<file path="src/rtl/fir_mac_sequencer.sv">
// fir_mac_sequencer: one multiply-accumulate unit is shared across all taps of a
// fixed-point FIR filter. Each accepted sample takes one tap per clock against a
// combinational coefficient ROM, then the result is scaled, saturated and
// presented on y_out with a one-cycle y_valid pulse.
module fir_mac_sequencer #(
    parameter int cant_bits = 13,
    parameter int num_taps  = 10,
    parameter int frac_bits = 8
) (
    input  logic                        clk,
    input  logic                        reset,
    input  logic signed [cant_bits-1:0] sample_in,
    input  logic                        sample_valid,
    output logic        [3:0]           estados,
    input  logic signed [cant_bits-1:0] Constantes,
    output logic signed [cant_bits-1:0] y_out,
    output logic                        y_valid,
    output logic                        busy,
    output logic                        overrun
);

    // Guard bits cover the growth from summing up to 16 full-precision products.
    localparam int ACC_W  = 2 * cant_bits + 4;
    localparam int PROD_W = 2 * cant_bits;

    typedef enum logic [1:0] {
        IDLE = 2'd0,
        MAC  = 2'd1,
        DONE = 2'd2
    } state_t;

    state_t                       r_state;
    state_t                       w_next_state;
    logic        [3:0]            r_estados;
    logic signed [cant_bits-1:0]  r_x [0:num_taps-1];
    logic signed [ACC_W-1:0]      r_acc;
    logic signed [cant_bits-1:0]  r_y_out;
    logic                         r_y_valid;
    logic                         r_overrun;

    logic                         w_last_tap;
    logic signed [cant_bits-1:0]  w_tap;
    logic signed [PROD_W-1:0]     w_prod;
    logic signed [ACC_W-1:0]      w_scaled;

    // Clamp the scaled accumulator into the signed output range.
    function automatic logic signed [cant_bits-1:0] sat_out(input logic signed [ACC_W-1:0] v);
        logic signed [ACC_W-1:0] hi;
        logic signed [ACC_W-1:0] lo;
        hi = $signed({{(ACC_W-cant_bits+1){1'b0}}, {(cant_bits-1){1'b1}}});
        lo = $signed({{(ACC_W-cant_bits+1){1'b1}}, {(cant_bits-1){1'b0}}});
        if (v > hi)
            return hi[cant_bits-1:0];
        else if (v < lo)
            return lo[cant_bits-1:0];
        else
            return v[cant_bits-1:0];
    endfunction

    assign w_last_tap = (r_estados == 4'(num_taps - 1));
    assign w_tap      = r_x[r_estados];
    assign w_prod     = Constantes * w_tap;
    // Arithmetic shift truncates toward minus infinity.
    assign w_scaled   = r_acc >>> frac_bits;

    assign estados = r_estados;
    assign y_out   = r_y_out;
    assign y_valid = r_y_valid;
    assign overrun = r_overrun;
    assign busy    = (r_state != IDLE);

    // State register.
    always_ff @(posedge clk) begin
        if (reset)
            r_state <= IDLE;
        else
            r_state <= w_next_state;
    end

    // Next-state logic: a strobe starts a run, the last tap ends it, DONE lasts one cycle.
    always_comb begin
        w_next_state = r_state;
        case (r_state)
            IDLE:    if (sample_valid) w_next_state = MAC;
            MAC:     if (w_last_tap)   w_next_state = DONE;
            DONE:    w_next_state = IDLE;
            default: w_next_state = IDLE;
        endcase
    end

    // Datapath: delay line, tap index, accumulator, and result/strobe registers.
    always_ff @(posedge clk) begin
        if (reset) begin
            r_estados <= '0;
            r_acc     <= '0;
            r_y_out   <= '0;
            r_y_valid <= 1'b0;
            r_overrun <= 1'b0;
            for (int k = 0; k < num_taps; k++)
                r_x[k] <= '0;
        end else begin
            r_y_valid <= 1'b0;
            // A strobe that arrives while a run is in flight is dropped and flagged.
            r_overrun <= sample_valid && (r_state != IDLE);
            case (r_state)
                IDLE: begin
                    r_estados <= '0;
                    if (sample_valid) begin
                        r_x[0] <= sample_in;
                        for (int k = 1; k < num_taps; k++)
                            r_x[k] <= r_x[k-1];
                        r_acc <= '0;
                    end
                end
                MAC: begin
                    r_acc <= r_acc + ACC_W'(w_prod);
                    if (w_last_tap)
                        r_estados <= '0;
                    else
                        r_estados <= r_estados + 4'd1;
                end
                DONE: begin
                    r_y_out   <= sat_out(w_scaled);
                    r_y_valid <= 1'b1;
                end
                default: r_estados <= '0;
            endcase
        end
    end

endmodule
</file>
<file path="config.mk">
export PLATFORM = sky130hd
export DESIGN_NAME = fir_mac_sequencer
export DESIGN_NICKNAME = d
export VERILOG_FILES = /design/src/rtl/fir_mac_sequencer.sv
export SDC_FILE = /design/constraint.sdc
export NUM_CORES = 1
export LEC_CHECK = 0
export CAP_MARGIN = 25
export CELL_PAD_IN_SITES_DETAIL_PLACEMENT = 1
export CELL_PAD_IN_SITES_GLOBAL_PLACEMENT = 1
export CORE_UTILIZATION = 54
export CTS_CLUSTER_DIAMETER = 40
export DETAILED_ROUTE_END_ITERATION = 16
export GPL_TIMING_DRIVEN = 0
export PLACE_DENSITY_LB_ADDON = 0.1
export SKIP_LAST_GASP = 1
export SLEW_MARGIN = 10
export SYNTH_ARGS = -nofsm -noshare
export SYNTH_HDL_FRONTEND = slang
export SYNTH_SLANG_ARGS = --single-unit
</file>
<file path="constraint.sdc">
create_clock -name clk -period 11.74 [get_ports clk]
set_input_delay 1.761 -clock clk [delete_from_list [all_inputs] [get_ports clk]]
set_output_delay 1.761 -clock clk [all_outputs]
set_load 0.005 [all_outputs]
</file>
* After elaboration in Yosys (flattened, before gate mapping)
Memories as Yosys holds them, arrays and structs flattened. A register that Yosys moved wholly into a read port is not among the register bits.
Index checks and enable logic that the tools add are counted.
** Word-level totals
- Bits in registers :: 51
- Bits in latches :: 0
- RAM bits :: 130
- Memory bits (read-only) :: 0
- Word-level logic and storage cells :: 61
- Memories :: 1
** Memory list
- r_x :: depth 10, bits a word 13, rd ports 10, clocked after memory_dff 1, write ports 10, line 35 : logic signed [cant_bits-1:0] r_x [0:num_taps-1];
** Operators by class
- Add/sub/neg operators :: 2
- $mul :: 1
- Divide/modulo/power cells :: 0
- Magnitude comparators :: 2
- Eq/ne operators :: 5
- Shifts and indexed selects :: 0
- Muxes and demuxes :: 28
- Bitwise operators :: 10
- Reduce and logical (&&, ||, !) cells :: 6
** Operators by type and width (count)
- two-way mux 13 bit :: 12
- case mux 30 bit (2 select lines) :: 1
- adder 30 x 26 -> 30 bit :: 1
- two-way mux 30 bit :: 1
- multiplier 13 x 13 -> 26 bit :: 1
- greater-than comparator 22 x 13 -> 1 bit (second input constant) :: 1
- less-than comparator 22 x 13 -> 1 bit (second input constant) :: 1
- two-way mux 4 bit :: 3
- OR 1 bit :: 10
- case mux 4 bit (2 select lines) :: 1
- two-way mux 1 bit :: 7
- adder 4 x 1 -> 4 bit (second input constant) :: 1
- == test 4 bit (second input constant) :: 1
- two-way mux 2 bit :: 2
- != test 2 bit (second input constant) :: 2
- case mux 2 bit (2 select lines) :: 1
- AND reduction 2 bit :: 2
- nonzero test 2 bit :: 2
- == test 2 x 1 -> 1 bit (second input constant) :: 1
- == test 2 bit (second input constant) :: 1
- zero test 2 bit :: 1
- logical AND 1 bit :: 1

* Logic depth before layout (Yosys ltp)
Gate-level depths: netlist of the first run.
- Word-level depth :: 5
- Depth in mapped cells :: 29

* Least setup slack after synthesis of the first run
Ideal clock, no wire load.
- Path type :: input port to flip-flop
- Start point :: input Constantes[12]
- End point :: register r_acc[28]
- Setup time :: 0.127 ns
- Arrival :: 7.414 ns
- Data required time :: 11.613 ns
- Setup slack :: 4.199 ns
- Cell stages on the path :: 20
- Path buffers :: 1
- Path through :: clkbuf_1 > nand2_1 > fa_1 > inv_1 > fa_1 > fa_1 > fa_1 > fa_1 > inv_1 > fa_1 > inv_1 > ha_1 > a21oi_2 > o211ai_1 > a221o_1 > a21oi_2 > o221ai_2 > a211oi_2 > xor2_1 > o21ai_1
** Between the ends
- Cells in the longest elaborated chain, start to end :: 3
** RTL lines
- start: declaration :: line 15 : input logic signed [cant_bits-1:0] Constantes,
- multiplier 13 x 13 -> 26 bit :: line 62 : assign w_prod = Constantes * w_tap;
- adder 30 x 26 -> 30 bit :: line 116 : r_acc <= r_acc + ACC_W'(w_prod);
- case mux 30 bit (2 select lines) :: line 105 : case (r_state)
- end signal: assignment :: line 116
- end: declaration :: line 36 : logic signed [ACC_W-1:0] r_acc;
Every way passes these cells.
A chain may end at the register's enable or synchronous reset.

==> flow_summary.json, run 1 <==
{
  "status": "complete, no violations",
  "crit_path_cell_trace": "clkbuf_1 -> clkbuf_1 -> a211oi_1 -> a21oi_1 -> buf_2 -> nand2_1 -> fa_1 -> inv_1 -> fa_1 -> fa_1 -> fa_1 -> fa_1 -> inv_1 -> fa_1 -> inv_1 -> ha_1 -> a21oi_2 -> o211ai_1 -> a221o_1 -> a21oi_2 -> o221ai_2 -> a21oi_1 -> xor2_1 -> o21ai_1",
  "rsz0062_at_grt": "false",
  "setup_viol": 0,
  "final_cell_area_um2": 17900,
  "critPathCapture": "r_acc[26]",
  "worst_path_max_delay_cell": "fa_1",
  "die_x_um": 176,
  "final_util_pct": 60.4,
  "ys_async_sr_fraction_pct": 0,
  "tns_ns": 0,
  "crit_type": "flip-flop to flip-flop",
  "row_count": 63,
  "synth_edf_count": 130,
  "post_drt_via_cell_ratio": 5.54,
  "antenna_cells_inserted": 0,
  "yosysTopAreaCell": "fa_1",
  "cts_made_buffers": 17,
  "worst_slack_ns": 2.74,
  "crit_path_max_incr_delay_ns": 1.04,
  "cts.clk_slew.worst_paths_ns": 0.08,
  "post-cts-setup-buffers": 0,
  "syn_inst": 1536,
  "cts_tree": "done",
  "dpl.hpwl_mm": 34.1,
  "dp_slack_ns": 2.52,
  "overflow": 0,
  "clock_path_buffers": 2,
  "synth_area_leaders": "fa_1, edfxtp_1, and2_1",
  "critPathMaxFanout": 14,
  "die_h_um": 176,
  "yosys_most_used_dff": "edfxtp_1",
  "place_area_um2": 17300,
  "finalNetCount": 1938,
  "grt_util_all_layers_pct": 29.6,
  "period_needed_ns": 9.00,
  "grt_antenna_before_repair": 0,
  "dr.first_iter.drc_count": 734,
  "hold_viol_final": 0,
  "yosysSeqAreaShare_pct": 30.7,
  "maxCapViolCount": 0,
  "timing.rr.end": "r_acc[26]",
  "skew_ns": 0.0170,
  "max_slew.worst_pin.slew_ns": 1.07,
  "ios": 49,
  "grt_pass1_wl_mm": 68.5,
  "rr_worst_depth": 24,
  "synth_nets": 1869,
  "ys_types": 62,
  "place.gp.congestion": 0.891,
  "slew_violations": 0,
  "clk_latency_ns": 0.45,
  "holdCritPathClass": "flip-flop to flip-flop",
  "dieArea_um2": 30900,
  "wl_mm": 42.4,
  "antenna_left": 0,
  "max_slew_margin_pct": 28.7,
  "synth-seq-cells": 185,
  "dr.pass1.iters": 5,
  "yosysWarnings": 0,
  "holdCritStartpoint": "y_out[2]",
  "numClockSinks": 185,
  "endpoint_kind": "flip-flop",
  "cts-root-buf": "clkbuf_16",
  "wire_per_inst_um": 21.1,
  "avgSynthCellArea_um2": 10.6,
  "numPortBuffers": 47,
  "yosys-top-cells-count": "inv_1, fa_1, and2_1, edfxtp_1, nand2_1",
  "syn_area_um2": 16300,
  "dr_total_vias": 11100,
  "period_share_pct": 76.7,
  "cts-resized-gates": 0,
  "drive_gt1_share_pct": 6.80,
  "design.core.area_um2": 29600,
  "syn_to_final_growth_pct": 9.75,
  "grt_pass1_vias": 12400,
  "netlist.area_leader.share_pct": 26.4,
  "fmax_ghz": 0.111,
  "yosysMostFrequentCell": "inv_1",
  "grt_max_degree": 47,
  "cp.required_ns": 12.06,
  "cts_hold_buf": 0,
  "r2r_setup_slack_ns": 2.74,
  "crit_path_start_kind": "flip-flop",
  "critPathArrivalTime_ns": 9.32,
  "h-tree-depth": 4,
  "drc": 0,
  "start_util_pct": 55.0,
  "cp_common_cell": "fa_1"
}
[cell usage in the layout, fill, tap and decap left out, drive strengths merged, types with 2 or more instances in the layout]
master and instances:
nor2b 16, and2 215, xor2 10, o21a 6, nand4 3, nor4 3
dfxtp 55, o21bai 7, nand2 111, clkdlybuf4s50 47, xnor2 20, buf 25
edfxtp 130, a211o 4, nand3 7, ha 89, a211oi 17, a22oi 12
mux4 26, a21o 4, fa 215, a31oi 4, nand2b 7, o211a 2
clkbuf 64, o21ai 46, nor2 57, a21oi 46, or2 2, nor3 12
inv 321, o31a 2, mux2i 15, clkinv 2
[area by class of cell]
| type | count | area (um^2) |
|---|---|---|
| clock inverter | 12 | 98.8 |
| tap | 390 | 488 |
| clock buffer | 20 | 478 |
| sequential | 185 | 5000 |
| multi-input combinational | 974 | 9850 |
| inverter | 311 | 1170 |
| buffer | 66 | 293 |
| timing repair buffer | 50 | 518 |
| fill | 3226 | 11700 |
[how the worst min path moves through the flow]
| stage | slack (ns) | depth (start not counted) | end |
|---|---|---|---|
| 2_1_floorplan | 0.45 | 2 | r_acc[13] |
| 3_3_place_gp | 0.47 | 2 | y_out[0] |
| 3_5_place_dp | 0.48 | 2 | y_out[0] |
| 5_1_grt | 0.53 | 2 | y_out[2] |
| 6_report | 0.50 | 2 | y_out[2] |
| 4_1_cts | 0.50 | 2 | y_out[0] |
[routing by layer]
metal	global-route usage, %	vias up	wire (um)
li1	-	4972	-
met4	9.24	0	1220
met3	4.59	55	1630
met1	38.4	5876	18000
met2	50.8	231	21600
met5	0	-	0
[cells by family (layout without fill, tap and decap cells)]
group | count (synthesis) | in the layout | share of synthesized area, %
AOI/OAI and AO/OA | 160 | 160 | 6.55
xor gates and xnor gates | 30 | 30 | 1.66
and+or+nand+nor | 438 | 438 | 14.3
adders and majority gates | 304 | 304 | 33.2
buffers and inverters | 377 | 459 | 8.96
DFF | 185 | 185 | 30.7
muxes | 42 | 42 | 4.60
[sequential cells by signal, indices dropped and copies added, names as in the netlist, named ones only]
register  count
r_state       2
overrun       1
y_out        13
r_x         130
y_valid       1
r_acc        30
estados       4
[through the flow]
stage               hold slack, ns  instances
floorplan                    0.448       1536
global placement             0.473       1973
detailed placement           0.476       1975
CTS                          0.497       2007
global route                 0.526       2008
finish                       0.505       2008
[worst max-delay path, delay by kind of cell (launching register included)]
family	cells	cell delay, ns
buffers and inverters	6	1.84
adders and majority gates	7	3.91
AOI/OAI and AO/OA	9	2.23
and+or+nand+nor	1	0.11
xor gates and xnor gates	1	0.21
DFF	1	0.53
Power of run 1 is left out: the tool's default activity adds up to more than one toggle a clock period on the data nets, which glitch-free logic cannot reach.
==> run 2: changes to the inputs <==
Settings changed: CORE_UTILIZATION 54 to 51.
Clock period 11.74 ns to 8.81 ns, I/O delays scaled along.
==> run 2 against run 1 <==
Compared with the run above: global-route usage is 2.2 points lower; critical endpoint unchanged; non-clock buffer count is the same; largest cell class unchanged; cell count up 0.60%; first-iteration DRC count decreased by 19%; register-to-register slack worse by 2.3 ns; final area grew 0.39%; fmax grew 8.0%.
==> flow_summary.json, run 2 (synthesis gave the netlist of run 1 again) <==
{
  "crit_type": "flip-flop to flip-flop",
  "dr.first_iter.drc_count": 596,
  "dieArea_um2": 32700,
  "multi_input_area_um2": 9860,
  "regArea_um2": 5000,
  "setup_viol": 0,
  "grt_pass1_wl_mm": 67.8,
  "numPortBuffers": 47,
  "critPathArrivalTime_ns": 8.66,
  "rr_worst_depth": 25,
  "wire_per_inst_um": 20.5,
  "timing.rr.end": "r_acc[26]",
  "slew_violations": 0,
  "row_count": 65,
  "antenna_left": 0,
  "skew_ns": 0.0114,
  "max_slew_margin_pct": 27.9,
  "drc": 0,
  "tns_ns": 0,
  "post-cts-setup-buffers": 0,
  "rsz0062_at_grt": "false",
  "start_util_pct": 51.8,
  "cts.clk_slew.worst_paths_ns": 0.08,
  "cts_made_buffers": 17,
  "grt_util_all_layers_pct": 27.3,
  "place.gp.congestion": 0.864,
  "syn_to_final_growth_pct": 10.2,
  "holdPathEnd": "y_out[5]",
  "hold_viol_final": 0,
  "endpoint_kind": "flip-flop",
  "grt_antenna_before_repair": 0,
  "top_register": "r_x",
  "numClockSinks": 185,
  "most-common-layout-cells": "inv_1, and2_1, fa_1, edfxtp_1, nand2_1",
  "largest_register_ffs": 130,
  "h-tree-depth": 4,
  "clock_path_buffers": 2,
  "grt_max_degree": 64,
  "whs_path_depth": 2,
  "status": "complete, no violations",
  "crit_path_start_kind": "flip-flop",
  "die_x_um": 181,
  "hold_ws_ns": 0.486,
  "num-fill-cells": 3429,
  "fmax_ghz": 0.120,
  "period_needed_ns": 8.33,
  "grt_pass1_vias": 12100,
  "drive_gt1_share_pct": 7.17,
  "overflow": 0,
  "design.core.area_um2": 31500,
  "dpl.hpwl_mm": 33.5,
  "cts-root-buf": "clkbuf_16",
  "dr_total_vias": 11000,
  "max_slew.worst_pin.slew_ns": 1.08,
  "antenna_cells_inserted": 0,
  "period_share_pct": 94.6,
  "cts_tree": "done",
  "maxCapViolCount": 0,
  "r2r_setup_slack_ns": 0.48,
  "dr.pass1.iters": 4,
  "holdCritStartpoint": "y_out[5]",
  "die_h_um": 181,
  "holdCritPathClass": "flip-flop to flip-flop",
  "critPathMaxFanout": 10,
  "final_common_cell": "inv_1",
  "clk_latency_ns": 0.45,
  "post_drt_via_cell_ratio": 5.45,
  "finalNetCount": 1938,
  "wl_mm": 41.4,
  "ios": 49,
  "cp.required_ns": 9.13
}
==> run 2: layer usage <==
metal  vias up  GRT usage [%]  share of wire, %
li1       4987              -                 -
met1      5753           36.6                44
met2       235           47.2                51
met3        38           3.57               3.6
met4         0           6.70               1.7
met5         -              0                 0
==> run 2: cell type report <==
| cell class | instances | share of cell area [%] |
|---|---|---|
| Sequential cell | 185 | 27.9 |
| Clock buffer | 17 | 2.37 |
| Buffer | 66 | 1.64 |
| Multi-Input combinational cell | 974 | 54.9 |
| Timing Repair Buffer | 50 | 2.97 |
| Inverter | 311 | 6.50 |
| Clock inverter | 15 | 0.961 |
| Tap cell | 402 | 2.80 |
==> run 2: per-stage QoR <==
| stage | util, % | std cells | setup WS [ns] | instance area (um^2) |
|---|---|---|---|---|
| 6_report | 57.1 | 2020 | 0.477 | 18000 |
| 5_1_grt | 57.1 | 2020 | 0.0959 | 18000 |
| 4_1_cts | 57.0 | 2019 | 0.0842 | 17900 |
| 3_5_place_dp | 55.1 | 1987 | -0.233 | 17300 |
| 3_3_place_gp | 54.9 | 1985 | -0.0995 | 17300 |
| 2_1_floorplan | - | 1536 | 1.71 | 16300 |
==> run 2: worst max-delay path by stage <==
| stage | start | to | slack (ns) |
|---|---|---|---|
| floorplan | Constantes[12] | r_acc[28] | 1.71 |
| global placement | flip-flop | r_acc[28] | -0.1 |
| detailed placement | flip-flop | r_acc[26] | -0.23 |
| CTS | flip-flop | r_acc[26] | 0.08 |
| global route | flip-flop | r_acc[26] | 0.1 |
| finish | flip-flop | r_acc[26] | 0.48 |
==> run 2: worst max-delay path: stages, from the launching register on <==
cell and delay, ns:
dfxtp_1 0.31, buf_2 0.22, buf_1 0.58, mux4_2 0.36, a211oi_1 0.08, a21oi_1 0.80
buf_2 0.41, nand2_1 0.12, fa_1 0.53, fa_1 0.55, inv_1 0.07, fa_1 0.46
fa_1 0.50, fa_1 0.49, inv_1 0.05, fa_1 0.50, inv_1 0.05, ha_1 0.38
a21oi_2 0.27, o211ai_1 0.13, a221o_1 0.34, a21oi_2 0.31, o221ai_2 0.19, a21oi_1 0.22
xor2_1 0.19, o21ai_1 0.08
==> run 2: what timing repair did <==
action / CTS / global route
cloned: 0 / 0
pin swaps: 0 / 0
hold buffers: 0 / 0
endpoints found under the setup margin: 8 / 9
gates resized for setup: 1 / 7
Power of run 2 is left out for the same reason.
